--- config.mk ---
export PLATFORM = sky130hd
export DESIGN_NAME = dbg_responder_flat
export DESIGN_NICKNAME = d
export VERILOG_FILES = /design/src/rtl/dbg_pkg.sv /design/src/rtl/dbg_responder_if.sv /design/src/rtl/dbg_index_map.sv /design/src/rtl/dbg_responder.sv /design/src/flat_wrapper.sv
export SDC_FILE = /design/constraint.sdc
export NUM_CORES = 1
export LEC_CHECK = 0
export CORE_ASPECT_RATIO = 1.1
export CORE_UTILIZATION = 41
export DETAILED_ROUTE_END_ITERATION = 10
export PLACE_DENSITY_LB_ADDON = 0.3
export SYNTH_ARGS = -nofsm -noshare
export SYNTH_HDL_FRONTEND = slang
export SYNTH_SLANG_ARGS = --single-unit
--- constraint.sdc ---
create_clock -name clk -period 2.7 [get_ports clk]
set_input_delay 0.27 -clock clk [delete_from_list [all_inputs] [get_ports clk]]
set_output_delay 0.27 -clock clk [all_outputs]
set_load 0.03 [all_outputs]
--- src/rtl/dbg_pkg.sv ---
// Shared encodings for the debug responder: command ops, target spaces, FSM states.
// Pure declarations, no logic; imported by the responder, its index map and benches.
// Encodings here are the wire-level values seen on cmd_op / cmd_space / dbg_space.
package dbg_pkg;

    // Command opcodes on cmd_op; 5..7 are rejected with rsp_err
    localparam logic [2:0] DBG_READ  = 3'd0;
    localparam logic [2:0] DBG_WRITE = 3'd1;
    localparam logic [2:0] DBG_HALT  = 3'd2;
    localparam logic [2:0] DBG_RUN   = 3'd3;
    localparam logic [2:0] DBG_STEP  = 3'd4;

    // Target spaces on cmd_space / dbg_space
    localparam logic [1:0] DBG_IMEM = 2'd0;
    localparam logic [1:0] DBG_DMEM = 2'd1;
    localparam logic [1:0] DBG_REG  = 2'd2;
    localparam logic [1:0] DBG_PC   = 2'd3;

    typedef enum logic [2:0] {
        ST_IDLE,
        ST_ISSUE,
        ST_WAIT,
        ST_STEP1,
        ST_RESP
    } dbg_state_e;

    // Command as captured at the cmd handshake
    typedef struct packed {
        logic [2:0]  op;
        logic [1:0]  space;
        logic [31:0] addr;
        logic [31:0] wdata;
    } dbg_cmd_t;

endpackage

--- src/rtl/dbg_responder_if.sv ---
// Host-side command and response channels of the debug responder, valid/ready each.
// No logic, no latency.
// master = host (drives commands, accepts responses); slave = responder.
interface dbg_responder_if;
    logic        cmd_valid;
    logic        cmd_ready;
    logic [2:0]  cmd_op;
    logic [1:0]  cmd_space;
    logic [31:0] cmd_addr;
    logic [31:0] cmd_wdata;
    logic        rsp_valid;
    logic        rsp_ready;
    logic [31:0] rsp_rdata;
    logic        rsp_err;

    modport master (
        output cmd_valid, cmd_op, cmd_space, cmd_addr, cmd_wdata, rsp_ready,
        input  cmd_ready, rsp_valid, rsp_rdata, rsp_err
    );

    modport slave (
        input  cmd_valid, cmd_op, cmd_space, cmd_addr, cmd_wdata, rsp_ready,
        output cmd_ready, rsp_valid, rsp_rdata, rsp_err
    );
endinterface

--- src/rtl/dbg_index_map.sv ---
// Maps a debug space + host address to the word/register index of that target.
// Purely combinational, zero latency.
// No flow control; depths must be powers of two so the wrap is a mask.
module dbg_index_map
    import dbg_pkg::*;
#(
    parameter int IMEM_ROWS = 32,
    parameter int DMEM_ROWS = 32,
    parameter int REG_COUNT = 8
) (
    input  logic [1:0]  space_i,
    input  logic [31:0] addr_i,
    output logic [31:0] index_o
);

    localparam logic [31:0] IMASK = 32'(IMEM_ROWS - 1);
    localparam logic [31:0] DMASK = 32'(DMEM_ROWS - 1);
    localparam logic [31:0] RMASK = 32'(REG_COUNT - 1);

    // Memories are byte addressed (drop the low two bits); registers are indexed directly
    always_comb begin
        index_o = '0;
        case (space_i)
            DBG_IMEM: index_o = {2'b00, addr_i[31:2]} & IMASK;
            DBG_DMEM: index_o = {2'b00, addr_i[31:2]} & DMASK;
            DBG_REG:  index_o = addr_i & RMASK;
            default:  index_o = '0;
        endcase
    end

endmodule

--- src/rtl/dbg_responder.sv ---
// Debug-port responder: host halt/run/step and read/write of IMEM, DMEM, REG and PC.
// Latency from cmd handshake to rsp_valid: READ 3, WRITE 1, HALT/RUN/illegal 0, STEP 1.
// One command in flight; cmd_ready low outside IDLE, response held until rsp_ready.
// Optional breakpoint register enabled by defining DBG_BREAKPOINT_EN.
module dbg_responder
    import dbg_pkg::*;
#(
    parameter int IMEM_ROWS = 32,
    parameter int DMEM_ROWS = 32,
    parameter int REG_COUNT = 8
) (
    input  logic            clk,
    input  logic            rst,
    dbg_responder_if.slave  bus,
    output logic            cpu_halt,
    output logic            dbg_en,
    output logic            dbg_we,
    output logic [1:0]      dbg_space,
    output logic [31:0]     dbg_index,
    output logic [31:0]     dbg_wdata,
    input  logic [31:0]     dbg_rdata,
    input  logic [31:0]     cpu_pc
);

    dbg_state_e  state_q;
    dbg_cmd_t    cmd_q;
    logic        cmd_ready_q;
    logic        rsp_valid_q;
    logic [31:0] rsp_rdata_q;
    logic        rsp_err_q;
    logic        cpu_halt_q;
    logic        dbg_en_q;
    logic        dbg_we_q;
    logic        step_pend_q;   // re-halt owed after the single-step cycle

    logic        cmd_hs_d;
    logic        is_write_d;
    logic [31:0] rd_sel_d;

    assign cmd_hs_d   = bus.cmd_valid & cmd_ready_q;
    assign is_write_d = (cmd_q.op == DBG_WRITE);

`ifdef DBG_BREAKPOINT_EN
    logic [31:0] bp_addr_q;
    logic        bp_armed_q;
    logic        bp_hit_q;
    logic        bp_match_d;
    logic        bp_wr_d;
    logic        bp_rd_d;

    // Match only while running so a halted core parked on the address is not re-trapped
    assign bp_match_d = bp_armed_q & ~cpu_halt_q & (cpu_pc == bp_addr_q);
    assign bp_wr_d    = is_write_d  & (cmd_q.space == DBG_PC) & cmd_q.addr[0];
    assign bp_rd_d    = ~is_write_d & (cmd_q.space == DBG_PC) & cmd_q.addr[0];

    // Combinational term stalls the core in the very cycle the PC reaches the breakpoint
    assign cpu_halt = cpu_halt_q | bp_match_d;
`else
    assign cpu_halt = cpu_halt_q;
`endif

    // Read-data source: PC comes straight from the core, everything else from the target port
    always_comb begin
        rd_sel_d = dbg_rdata;
        if (cmd_q.space == DBG_PC) begin
            rd_sel_d = cpu_pc;
`ifdef DBG_BREAKPOINT_EN
            if (bp_rd_d) begin
                rd_sel_d = {31'b0, bp_hit_q};
            end
`endif
        end
    end

    dbg_index_map #(
        .IMEM_ROWS (IMEM_ROWS),
        .DMEM_ROWS (DMEM_ROWS),
        .REG_COUNT (REG_COUNT)
    ) u_index_map (
        .space_i (cmd_q.space),
        .addr_i  (cmd_q.addr),
        .index_o (dbg_index)
    );

    assign bus.cmd_ready = cmd_ready_q;
    assign bus.rsp_valid = rsp_valid_q;
    assign bus.rsp_rdata = rsp_rdata_q;
    assign bus.rsp_err   = rsp_err_q;
    assign dbg_en        = dbg_en_q;
    assign dbg_we        = dbg_we_q;
    assign dbg_space     = cmd_q.space;
    assign dbg_wdata     = cmd_q.wdata;

    // Command FSM with registered outputs; breakpoint trap applied last so it wins
    always_ff @(posedge clk) begin
        if (rst) begin
            state_q     <= ST_IDLE;
            cmd_q       <= '0;
            cmd_ready_q <= 1'b0;
            rsp_valid_q <= 1'b0;
            rsp_rdata_q <= '0;
            rsp_err_q   <= 1'b0;
            cpu_halt_q  <= 1'b1;
            dbg_en_q    <= 1'b0;
            dbg_we_q    <= 1'b0;
            step_pend_q <= 1'b0;
`ifdef DBG_BREAKPOINT_EN
            bp_addr_q   <= '0;
            bp_armed_q  <= 1'b0;
            bp_hit_q    <= 1'b0;
`endif
        end else begin
            case (state_q)
                ST_IDLE: begin
                    cmd_ready_q <= 1'b1;
                    if (cmd_hs_d) begin
                        cmd_ready_q <= 1'b0;
                        cmd_q.op    <= bus.cmd_op;
                        cmd_q.space <= bus.cmd_space;
                        cmd_q.addr  <= bus.cmd_addr;
                        cmd_q.wdata <= bus.cmd_wdata;
                        rsp_rdata_q <= '0;
                        rsp_err_q   <= 1'b0;
                        case (bus.cmd_op)
                            DBG_READ, DBG_WRITE: begin
                                state_q <= ST_ISSUE;
                            end
                            DBG_HALT: begin
                                cpu_halt_q  <= 1'b1;
                                rsp_valid_q <= 1'b1;
                                state_q     <= ST_RESP;
                            end
                            DBG_RUN: begin
                                cpu_halt_q  <= 1'b0;
                                rsp_valid_q <= 1'b1;
                                state_q     <= ST_RESP;
                            end
                            DBG_STEP: begin
                                state_q <= ST_STEP1;
                            end
                            default: begin
                                rsp_err_q   <= 1'b1;
                                rsp_valid_q <= 1'b1;
                                state_q     <= ST_RESP;
                            end
                        endcase
                    end
                end

                ST_ISSUE: begin
                    if (!cpu_halt_q) begin
                        // Target access is only safe while the core is frozen
                        rsp_err_q   <= 1'b1;
                        rsp_valid_q <= 1'b1;
                        state_q     <= ST_RESP;
                    end else
`ifdef DBG_BREAKPOINT_EN
                    if (bp_wr_d) begin
                        bp_addr_q   <= cmd_q.wdata;
                        bp_armed_q  <= 1'b1;
                        rsp_valid_q <= 1'b1;
                        state_q     <= ST_RESP;
                    end else
`endif
                    begin
                        dbg_en_q <= 1'b1;
                        dbg_we_q <= is_write_d;
                        if (is_write_d) begin
                            rsp_valid_q <= 1'b1;
                            state_q     <= ST_RESP;
                        end else begin
                            state_q <= ST_WAIT;
                        end
                    end
                end

                ST_WAIT: begin
                    if (dbg_en_q) begin
                        // Strobe cycle: target registers its read data at this edge
                        dbg_en_q <= 1'b0;
                        dbg_we_q <= 1'b0;
                    end else begin
                        rsp_rdata_q <= rd_sel_d;
                        rsp_valid_q <= 1'b1;
                        state_q     <= ST_RESP;
`ifdef DBG_BREAKPOINT_EN
                        if (bp_rd_d) begin
                            bp_hit_q <= 1'b0;
                        end
`endif
                    end
                end

                ST_STEP1: begin
                    if (!cpu_halt_q) begin
                        rsp_err_q <= 1'b1;
                    end else begin
                        cpu_halt_q  <= 1'b0;
                        step_pend_q <= 1'b1;
                    end
                    rsp_valid_q <= 1'b1;
                    state_q     <= ST_RESP;
                end

                ST_RESP: begin
                    dbg_en_q <= 1'b0;
                    dbg_we_q <= 1'b0;
                    if (step_pend_q) begin
                        cpu_halt_q  <= 1'b1;
                        step_pend_q <= 1'b0;
                    end
                    if (bus.rsp_ready) begin
                        rsp_valid_q <= 1'b0;
                        rsp_err_q   <= 1'b0;
                        cmd_ready_q <= 1'b1;
                        state_q     <= ST_IDLE;
                    end
                end

                default: begin
                    state_q <= ST_IDLE;
                end
            endcase

`ifdef DBG_BREAKPOINT_EN
            if (bp_match_d) begin
                cpu_halt_q <= 1'b1;
                bp_armed_q <= 1'b0;
                bp_hit_q   <= 1'b1;
            end
`endif
        end
    end

endmodule
--- src/flat_wrapper.sv ---
// flat-port wrapper written by rule: the top's interface ports become plain ports
module dbg_responder_flat import dbg_pkg::*;
#(
    parameter int IMEM_ROWS = 32,
    parameter int DMEM_ROWS = 32,
    parameter int REG_COUNT = 8
)
  (clk, rst, cpu_halt, dbg_en, dbg_we, dbg_space, dbg_index, dbg_wdata, dbg_rdata, cpu_pc, bus_cmd_valid, bus_cmd_op, bus_cmd_space, bus_cmd_addr, bus_cmd_wdata, bus_rsp_ready, bus_cmd_ready, bus_rsp_valid, bus_rsp_rdata, bus_rsp_err);
  dbg_responder_if bus_i ();
  input  logic clk;
  input  logic rst;
  output logic cpu_halt;
  output logic dbg_en;
  output logic dbg_we;
  output logic [1:0] dbg_space;
  output logic [31:0] dbg_index;
  output logic [31:0] dbg_wdata;
  input  logic [31:0] dbg_rdata;
  input  logic [31:0] cpu_pc;
  input wire logic [$bits(bus_i.cmd_valid)-1:0] bus_cmd_valid;
  input wire logic [$bits(bus_i.cmd_op)-1:0] bus_cmd_op;
  input wire logic [$bits(bus_i.cmd_space)-1:0] bus_cmd_space;
  input wire logic [$bits(bus_i.cmd_addr)-1:0] bus_cmd_addr;
  input wire logic [$bits(bus_i.cmd_wdata)-1:0] bus_cmd_wdata;
  input wire logic [$bits(bus_i.rsp_ready)-1:0] bus_rsp_ready;
  output wire logic [$bits(bus_i.cmd_ready)-1:0] bus_cmd_ready;
  output wire logic [$bits(bus_i.rsp_valid)-1:0] bus_rsp_valid;
  output wire logic [$bits(bus_i.rsp_rdata)-1:0] bus_rsp_rdata;
  output wire logic [$bits(bus_i.rsp_err)-1:0] bus_rsp_err;
  assign bus_i.cmd_valid = bus_cmd_valid;
  assign bus_i.cmd_op = bus_cmd_op;
  assign bus_i.cmd_space = bus_cmd_space;
  assign bus_i.cmd_addr = bus_cmd_addr;
  assign bus_i.cmd_wdata = bus_cmd_wdata;
  assign bus_i.rsp_ready = bus_rsp_ready;
  assign bus_cmd_ready = bus_i.cmd_ready;
  assign bus_rsp_valid = bus_i.rsp_valid;
  assign bus_rsp_rdata = bus_i.rsp_rdata;
  assign bus_rsp_err = bus_i.rsp_err;
  dbg_responder #(.IMEM_ROWS(IMEM_ROWS), .DMEM_ROWS(DMEM_ROWS), .REG_COUNT(REG_COUNT)) u_core (.clk(clk), .rst(rst), .bus(bus_i), .cpu_halt(cpu_halt), .dbg_en(dbg_en), .dbg_we(dbg_we), .dbg_space(dbg_space), .dbg_index(dbg_index), .dbg_wdata(dbg_wdata), .dbg_rdata(dbg_rdata), .cpu_pc(cpu_pc));
endmodule
==> results of run 1 <==
placed cells by master, fill, tap and decap left out, types with 2 or more instances in the layout:
| cell type | n |
|---|---|
| sky130_fd_sc_hd__a211oi_1 | 2 |
| sky130_fd_sc_hd__nor3_1 | 4 |
| sky130_fd_sc_hd__clkdlybuf4s50_1 | 187 |
| sky130_fd_sc_hd__or3_1 | 34 |
| sky130_fd_sc_hd__o21ai_0 | 4 |
| sky130_fd_sc_hd__dfxtp_1 | 86 |
| sky130_fd_sc_hd__nand3_1 | 2 |
| sky130_fd_sc_hd__clkbuf_1 | 3 |
| sky130_fd_sc_hd__nor4b_1 | 2 |
| sky130_fd_sc_hd__conb_1 | 27 |
| sky130_fd_sc_hd__buf_4 | 4 |
| sky130_fd_sc_hd__nand4_1 | 2 |
| sky130_fd_sc_hd__nor2_1 | 12 |
| sky130_fd_sc_hd__nor2b_1 | 4 |
| sky130_fd_sc_hd__o221ai_1 | 2 |
| sky130_fd_sc_hd__o21a_1 | 3 |
| sky130_fd_sc_hd__buf_12 | 2 |
| sky130_fd_sc_hd__inv_1 | 5 |
| sky130_fd_sc_hd__mux2i_1 | 33 |
| sky130_fd_sc_hd__nand2_1 | 129 |
| sky130_fd_sc_hd__a21o_1 | 2 |
| sky130_fd_sc_hd__clkbuf_8 | 11 |
| sky130_fd_sc_hd__a21oi_1 | 85 |
critical path, cell delays in order (launching register included):
cell and delay [ns]:
sky130_fd_sc_hd__dfxtp_1 0.49, sky130_fd_sc_hd__nor2b_1 0.24, sky130_fd_sc_hd__nand2_1 0.07, sky130_fd_sc_hd__o21ai_0 0.08, sky130_fd_sc_hd__clkdlybuf4s50_1 0.70
per-layer routing:
layer / track usage, % / up-vias / wire length (um)
met5: 0 / - / 0
met3: 6.88 / 12 / 991
met4: 9.20 / 0 / 165
met1: 22.4 / 1674 / 4200
li1: - / 1926 / -
met2: 31.6 / 158 / 4680
cell type report:
cell class,count,area [um2]
Sequential cell,86,1720
Clock inverter,1,5.00
Multi-Input combinational cell,361,1900
Fill cell,895,3940
Timing Repair Buffer,194,1950
Clock buffer,14,163
Tap cell,120,150
Inverter,5,18.8
worst max-delay path by stage:
stage	to	cells after the start	from
after floorplan	u_core.bus.rsp_err	5	u_core.bus.cmd_ready
after global placement	u_core.dbg_wdata[27]	6	bus_cmd_valid
after detailed placement	u_core.dbg_wdata[27]	6	bus_cmd_valid
after CTS	dbg_index[1]	4	u_core.dbg_space[1]
after global routing	dbg_index[2]	4	u_core.dbg_space[1]
final	dbg_index[1]	4	u_core.dbg_space[1]
synthesized netlist by cell type:
cell type                  count  area, um2
sky130_fd_sc_hd__nor2b_1       4       25.0
sky130_fd_sc_hd__or4_1         1       7.51
sky130_fd_sc_hd__o221ai_1      2       17.5
sky130_fd_sc_hd__a41oi_1       1       8.76
sky130_fd_sc_hd__conb_1        1       3.75
sky130_fd_sc_hd__a21o_1        2       15.0
sky130_fd_sc_hd__a211oi_1      2       15.0
sky130_fd_sc_hd__nand2b_1      1       6.26
sky130_fd_sc_hd__nor3b_1       1       7.51
sky130_fd_sc_hd__a221o_1       1       10.0
sky130_fd_sc_hd__dfxtp_1      86       1720
sky130_fd_sc_hd__or3_1        34        213
sky130_fd_sc_hd__nand4_1       2       12.5
sky130_fd_sc_hd__nor3_2        1       10.0
sky130_fd_sc_hd__a21oi_1      85        425
sky130_fd_sc_hd__or2_1         1       6.26
sky130_fd_sc_hd__nor2_1       12       45.0
sky130_fd_sc_hd__o21ai_0       4       20.0
sky130_fd_sc_hd__inv_1         5       18.8
sky130_fd_sc_hd__nand2_1     130        488
sky130_fd_sc_hd__clkbuf_1     23       86.3
sky130_fd_sc_hd__o21a_1        3       22.5
sky130_fd_sc_hd__nand3_1       2       10.0
sky130_fd_sc_hd__buf_2        12       60.1
sky130_fd_sc_hd__mux2i_1      33        330
sky130_fd_sc_hd__a311oi_1      1       8.76
sky130_fd_sc_hd__a31oi_1       1       6.26
sky130_fd_sc_hd__buf_4        61        458
sky130_fd_sc_hd__nor3_1        4       20.0
sky130_fd_sc_hd__nand3b_1      1       7.51
sky130_fd_sc_hd__o211ai_1      1       7.51
sky130_fd_sc_hd__and3b_1       1       8.76
sky130_fd_sc_hd__nor4b_1       2       17.5
sky130_fd_sc_hd__o21ai_2       1       8.76
where the power goes:
part           leakage [nW]  switching, mW  internal, mW  total [mW]
sequential            0.697         0.0331          1.31        1.34
clock                0.0865          0.421         0.380       0.801
combinational          1.50          0.299         0.270       0.569
state kept, by name, indices dropped and copies added (netlist names):
register              count
u_core.bus.cmd_ready      1
u_core.bus.rsp_err        1
u_core.bus.rsp_rdata     32
u_core.bus.rsp_valid      1
u_core.cmd_q             10
u_core.cpu_halt           1
u_core.dbg_en             1
u_core.dbg_space          2
u_core.dbg_wdata         32
u_core.dbg_we             1
u_core.state_q            3
u_core.step_pend_q        1
cells by family after synthesis:
family	count (synthesis)	share of synthesized area [%]
simple gates	197	21.4
compound gates	104	13.7
buf+inv	101	15.1
flops	86	41.7
mux	33	8.00
other cells	1	0.0908
stage by stage:
step / std cells / total power, mW / hold WS, ns / worst slack (ns) / utilization (%)
global placement: 766 / 1.94 / 0.437 / 0.548 / 58.3
detailed placement: 766 / 1.95 / 0.443 / 0.506 / 58.3
floorplan: 548 / 1.73 / 0.388 / 1.06 / -
CTS: 781 / 2.75 / 0.438 / 0.494 / 60.0
global route: 781 / 2.86 / 0.442 / 0.366 / 60.0
finish: 781 / 2.71 / 0.449 / 0.520 / 60.0
==> results by stage, run 1 <==
Critical path:
- The critical path data required time is 2.43 ns.
- STA classifies the critical path startpoint as a flop.
- The setup check on the worst reg-to-reg path leaves a slack of 0.57 ns.
- The type of the worst setup path is reg -> out.
- The worst register-to-register path ends at u_core.dbg_wdata[6].
- The worst register-to-register path has a depth of 5.
- The type of element capturing the critical path is an output port.
- The reg-to-reg startpoint is u_core.state_q[0].
- The critical path arrival is 1.91 ns.
- The critical-path maximum fanout is 9.

Routing:
- The routed layout has 3770 vias.
- The average vias per placed instance is 4.83.
- The detailed router finished its first iteration with 142 violations.
- The antenna violation net count after detailed routing is 0.
- After detailed routing, the number of remaining DRC violations is 32.
- The number of optimization iterations in the first detailed-route pass is 7.
- The average routed wire per standard cell is 12.9 um.
- The final wirelength is 10.0 mm.

Synthesis:
- The number of register bits inferred by synthesis is 86.
- After synthesis, the netlist uses 34 different library cells.
- The share of synthesized area occupied by flip-flops and latches is 41.7%.
- The number of cells produced by synthesis is 522.
- The total standard cell area after synthesis is 4130 um2.
- The total number of yosys warnings is 0.
- The average instance in the mapped netlist occupies 7.91 um2.

Timing:
- The relative slew slack is 53.9%.
- The upper clock frequency limit is 459 MHz.
- For the final database, setup skew stands at 0.00640 ns.
- The number of pins exceeding their max-slew limit in the final report is 0.
- The setup TNS after final layout is 0 ns.
- The count of final hold-check violations is 0.
- For the pin with the worst max-slew slack, the measured transition is 0.692 ns.
- The final cycle utilization of the critical path is 80.7%.
- The time the final worst path needs with I/O delays and setup is 2.18 ns.
- Setup repair after global routing left no endpoint under its margin.
- Setup violations remaining at the end of the flow were counted as 0.

Floorplanning:
- The die footprint is 10500 um2.
- 241 I/O pins were placed.
- The region available for standard cell placement spans 9840 um2.
- The die is 97.7 um wide.
- Once the floorplan was initialized, standard cells occupied 42.0% of the core.
- The standard-cell row count is 38.
- The die span in y is 107 um.

Placement:
- The count of buffers added on input and output ports is 188.
- Summing all placed instances gives a cell area of 5740 um2.
- Summed over all nets, the half-perimeter wirelength after detailed placement is 7.32 mm.
- The final weighted congestion in routability-driven placement is 0.815.

Power and ir drop:
- IR analysis of the VDD net gives a maximum drop of 0.201 mV.
- The power density over cell area is 460 nW/um2.
- The analysis attributes to cell leakage a power of 2.28 nW.

Global routing:
- The global-route usage over all layers is 19.3%.
- Entering global routing, the biggest net connects 65 pins.
- The total grt overflow is 0.
- The initial antenna violation count was 0.
- The first global-routing pass estimated 16.2 mm of wire.
- The number of global-route vias before repair is 3491.

Cells and area:
- The fraction of final layout cells sized beyond drive strength 1 is 3.33%.
- The finished cells cover 5900 um2.
- The layout overhead on the synthesized area is 43.0%.
- The total number of nets in the final design is 794.
- The antenna diode count is 0.

Clock network:
- Buffers added to address setup during post-CTS repair amount to 0.
- The clock tree root buffer cell is sky130_fd_sc_hd__clkbuf_8.
- The clock latency on the worst-skew pair is 0.35 ns.
- The clock-pin slew on the worst setup and hold paths is 0.07 ns.
- The H-tree generated during clock tree synthesis spans 3 levels.
- The number of clock sinks is 86.
- In this run, CTS created clock tree buffers numbering 9.
- TritonCTS built the clock tree.
- After clock tree synthesis, the repair step resized 0 gates.
- The buffer depth of the longest clock path is 2.
- After clock tree synthesis, the flow added hold-fix buffers numbering 0.

Hold path:
- The worst hold path was traced through 2 stages.
- In this run the worst hold path is classified as reg -> reg.
- The worst hold path endpoint is u_core.bus.rsp_rdata[1].
- The worst hold path begins at u_core.bus.rsp_rdata[1].

Outcome:
- The run finished, with violations left.
- The final reports fail on design-rule violations.

Job:
- Across the run, the number of max-cap violations was 0.
Power figures use the tool's default switching activity.
==> run 2: changes to the inputs <==
--- a/config.mk
+++ b/config.mk
@@ -6,7 +6,7 @@
 export NUM_CORES = 1
 export LEC_CHECK = 0
 export CORE_ASPECT_RATIO = 1.1
-export CORE_UTILIZATION = 41
+export CORE_UTILIZATION = 38
 export DETAILED_ROUTE_END_ITERATION = 10
 export PLACE_DENSITY_LB_ADDON = 0.3
 export SYNTH_ARGS = -nofsm -noshare
==> constraint.sdc (replaced) <==
create_clock -name clk -period 2.2 [get_ports clk]
set_input_delay 0.22 -clock clk [delete_from_list [all_inputs] [get_ports clk]]
set_output_delay 0.22 -clock clk [all_outputs]
set_load 0.03 [all_outputs]
==> run 2 against run 1 <==
The run now ends clean. Routed wire length up 3.3%. Register-to-register slack worse by 0.03 ns. Sequential share of layout area is 1.2 points lower. Clock power grew 110%. Flip-flop and latch count did not move. Final area increased by 4.3%. Critical endpoint unchanged. Largest cell class unchanged.
==> results by stage, run 2 (synthesized netlist as in run 1, its figures left out) <==
Outcome:
- Status: completed (was complete, but fails checks).

Timing:
- The count of final hold-check violations came to 0 (unchanged).
- The worst clock skew is 0.00709 ns (was 0.00640 ns).
- Unrepaired setup endpoints after global routing: no (unchanged).
- Of the available clock period, the critical path in the final layout requires 86.4%.
- The time the final worst path needs with I/O delays and setup is 1.90 ns.
- The final worst hold slack is 0.389 ns (was 0.449 ns).
- The number of setup violations in the final report is 0 (unchanged).
- The number of pins exceeding their max-slew limit in the final report was 0 (unchanged).
- The setup TNS after final layout was 0 ns (unchanged).
- Timing would allow up to 526 MHz.

Critical path:
- The type of element capturing the critical path is an output port (unchanged).
- The startpoint type of the worst setup path is a flop (unchanged).
- The critical-path maximum fanout is 9 (unchanged).
- The critical path data required time is 1.98 ns (was 2.43 ns).
- The type of the worst setup path is reg -> out (unchanged).
- The critical path arrival is 1.68 ns (was 1.91 ns).
- The cell depth of the worst flop-to-flop path came to 5 (unchanged).

Clock network:
- The number of H-tree levels came to 3 (unchanged).
- The number of hold-repair buffers added at the cts stage is 0 (unchanged).
- The clock buffer count from CTS is 9 (unchanged).
- The clock latency on the worst-skew pair is 0.33 ns (was 0.35 ns).
- The clock tree root buffer cell is sky130_fd_sc_hd__clkbuf_16 (was sky130_fd_sc_hd__clkbuf_8).
- The number of clock sinks is 86 (unchanged).
- The post-CTS setup buffer count was 0 (unchanged).
- The clock-pin slew on the worst setup and hold paths is 0.06 ns (was 0.07 ns).
- The buffer depth of the longest clock path is 2 (unchanged).
- The TritonCTS clock tree is done (unchanged).

Routing:
- The antenna violation net count after detailed routing came to 0 (unchanged).
- The number of optimization iterations in the first detailed-route pass is 4 (was 7).
- The average vias per placed instance is 4.73 (was 4.83).
- The via count of the routed design is 3825 (was 3770).
- The average routed wire per standard cell was 12.8 um (was 12.9 um).
- The number of design rule violations left after detail routing was 0 (was 32).
- The final wirelength is 10.4 mm (was 10.0 mm).
- The number of DRC violations after detailed-routing iteration 0 is 153 (was 142).

Global routing:
- The pin count of the biggest net entering global routing is 87 (was 65).
- The total grt overflow is 0 (unchanged).
- The global-route usage over all layers is 18.2% (was 19.3%).
- The first-pass GRT wire length came to 16.4 mm (was 16.2 mm).
- The number of global-route vias before repair is 3652 (was 3491).
- The initial antenna violation count is 0 (unchanged).

Cells and area:
- Commonest cells after routing, fill and taps aside: sky130_fd_sc_hd__clkdlybuf4s50_1, sky130_fd_sc_hd__nand2_1, sky130_fd_sc_hd__dfxtp_1, sky130_fd_sc_hd__a21oi_1, sky130_fd_sc_hd__or3_1 (unchanged).
- The layout overhead on the synthesized area is 49.1% (was 43.0%).
- The antenna diode count is 0 (unchanged).
- The most common cell after layout, fill and taps aside is sky130_fd_sc_hd__clkdlybuf4s50_1 (unchanged).
- The total number of nets in the final design is 799 (was 794).
- The fraction of final layout cells sized beyond drive strength 1 is 4.35% (was 3.33%).

Hold path:
- The worst min-delay path category is in -> reg (was reg -> reg).
- The cell depth of the worst hold path is 3 (was 2).

Placement:
- The count of port buffers added during placement came to 188 (unchanged).
- The final HPWL from detailed placement is 7.61 mm (was 7.32 mm).
- The final weighted congestion in routability-driven placement is 0.793 (was 0.815).

Floorplanning:
- The I/O pin count was 241 (unchanged).
- The standard-cell row count is 39 (was 38).
- The die span in y came to 111 um (was 107 um).
- The die width was 101 um (was 97.7 um).
- The initial cell density of the core is 39.4% (was 42.0%).
- The core area came to 10500 um2 (was 9840 um2).
- The die footprint is 11300 um2 (was 10500 um2).

Power and ir drop:
- The worst supply voltage drop on vdd is 0.456 mV (was 0.201 mV).
- The power density over cell area is 660 nW/um2 (was 460 nW/um2).
- The leakage power of the design is 2.43 nW (was 2.28 nW).

Job:
- The number of max-cap violations is 0 (unchanged).
[run 2: metrics by stage]
step / std cells / cell area [um2] / setup slack [ns] / total power, mW / utilization [%]
finish: 809 / 6160 / 0.299 / 4.06 / 58.7
global route: 809 / 6160 / 0.208 / 4.25 / 58.7
CTS: 809 / 6150 / 0.0334 / 4.11 / 58.6
detailed placement: 794 / 5810 / 0.344 / 2.40 / 55.4
global placement: 794 / 5810 / 0.375 / 2.39 / 55.4
floorplan: 548 / 4230 / 0.565 / 2.12 / -
[run 2: critical path, stage by stage, from the launching register on]
cell,delay [ns]
sky130_fd_sc_hd__dfxtp_1,0.49
sky130_fd_sc_hd__nor2b_1,0.27
sky130_fd_sc_hd__nand2_1,0.07
sky130_fd_sc_hd__o21ai_0,0.10
sky130_fd_sc_hd__dlygate4sd2_1,0.43
[run 2: final timing paths]
kind                                  from                  endpoint  slack [ns]
setup reg to reg         u_core.state_q[1]        u_core.bus.rsp_err        0.54
setup / recovery       u_core.dbg_space[1]              dbg_index[1]        0.30
hold reg to reg   u_core.bus.rsp_rdata[12]  u_core.bus.rsp_rdata[12]        0.45
hold / removal                         rst      u_core.dbg_wdata[29]        0.39
[run 2: what timing repair did]
action / in CTS / in global routing
pin swaps: 0 / 0
resized for setup: 1 / 2
endpoints found under the setup margin: 1 / 2
[run 2: report_power, final]
part	total (mW)	leakage [nW]	internal [mW]	switching (mW)
sequential	1.64	0.697	1.61	0.0323
clock	1.70	0.166	1.13	0.572
combinational	0.716	1.57	0.337	0.379
[run 2: area by class of cell]
class / count / area, um2
fill: 957 / 4340
multi-input combinational: 361 / 1900
clock buffer: 11 / 243
timing repair buffer: 199 / 2000
sequential: 86 / 1720
tap: 143 / 179
clock inverter: 4 / 95.1
inverter: 5 / 18.8
[run 2: per-layer routing]
layer / global-route usage (%) / wire length [um]
met1: 19.8 / 4080
met5: 0 / 0
met4: 5.89 / 134
met2: 31.8 / 5030
met3: 7.19 / 1130
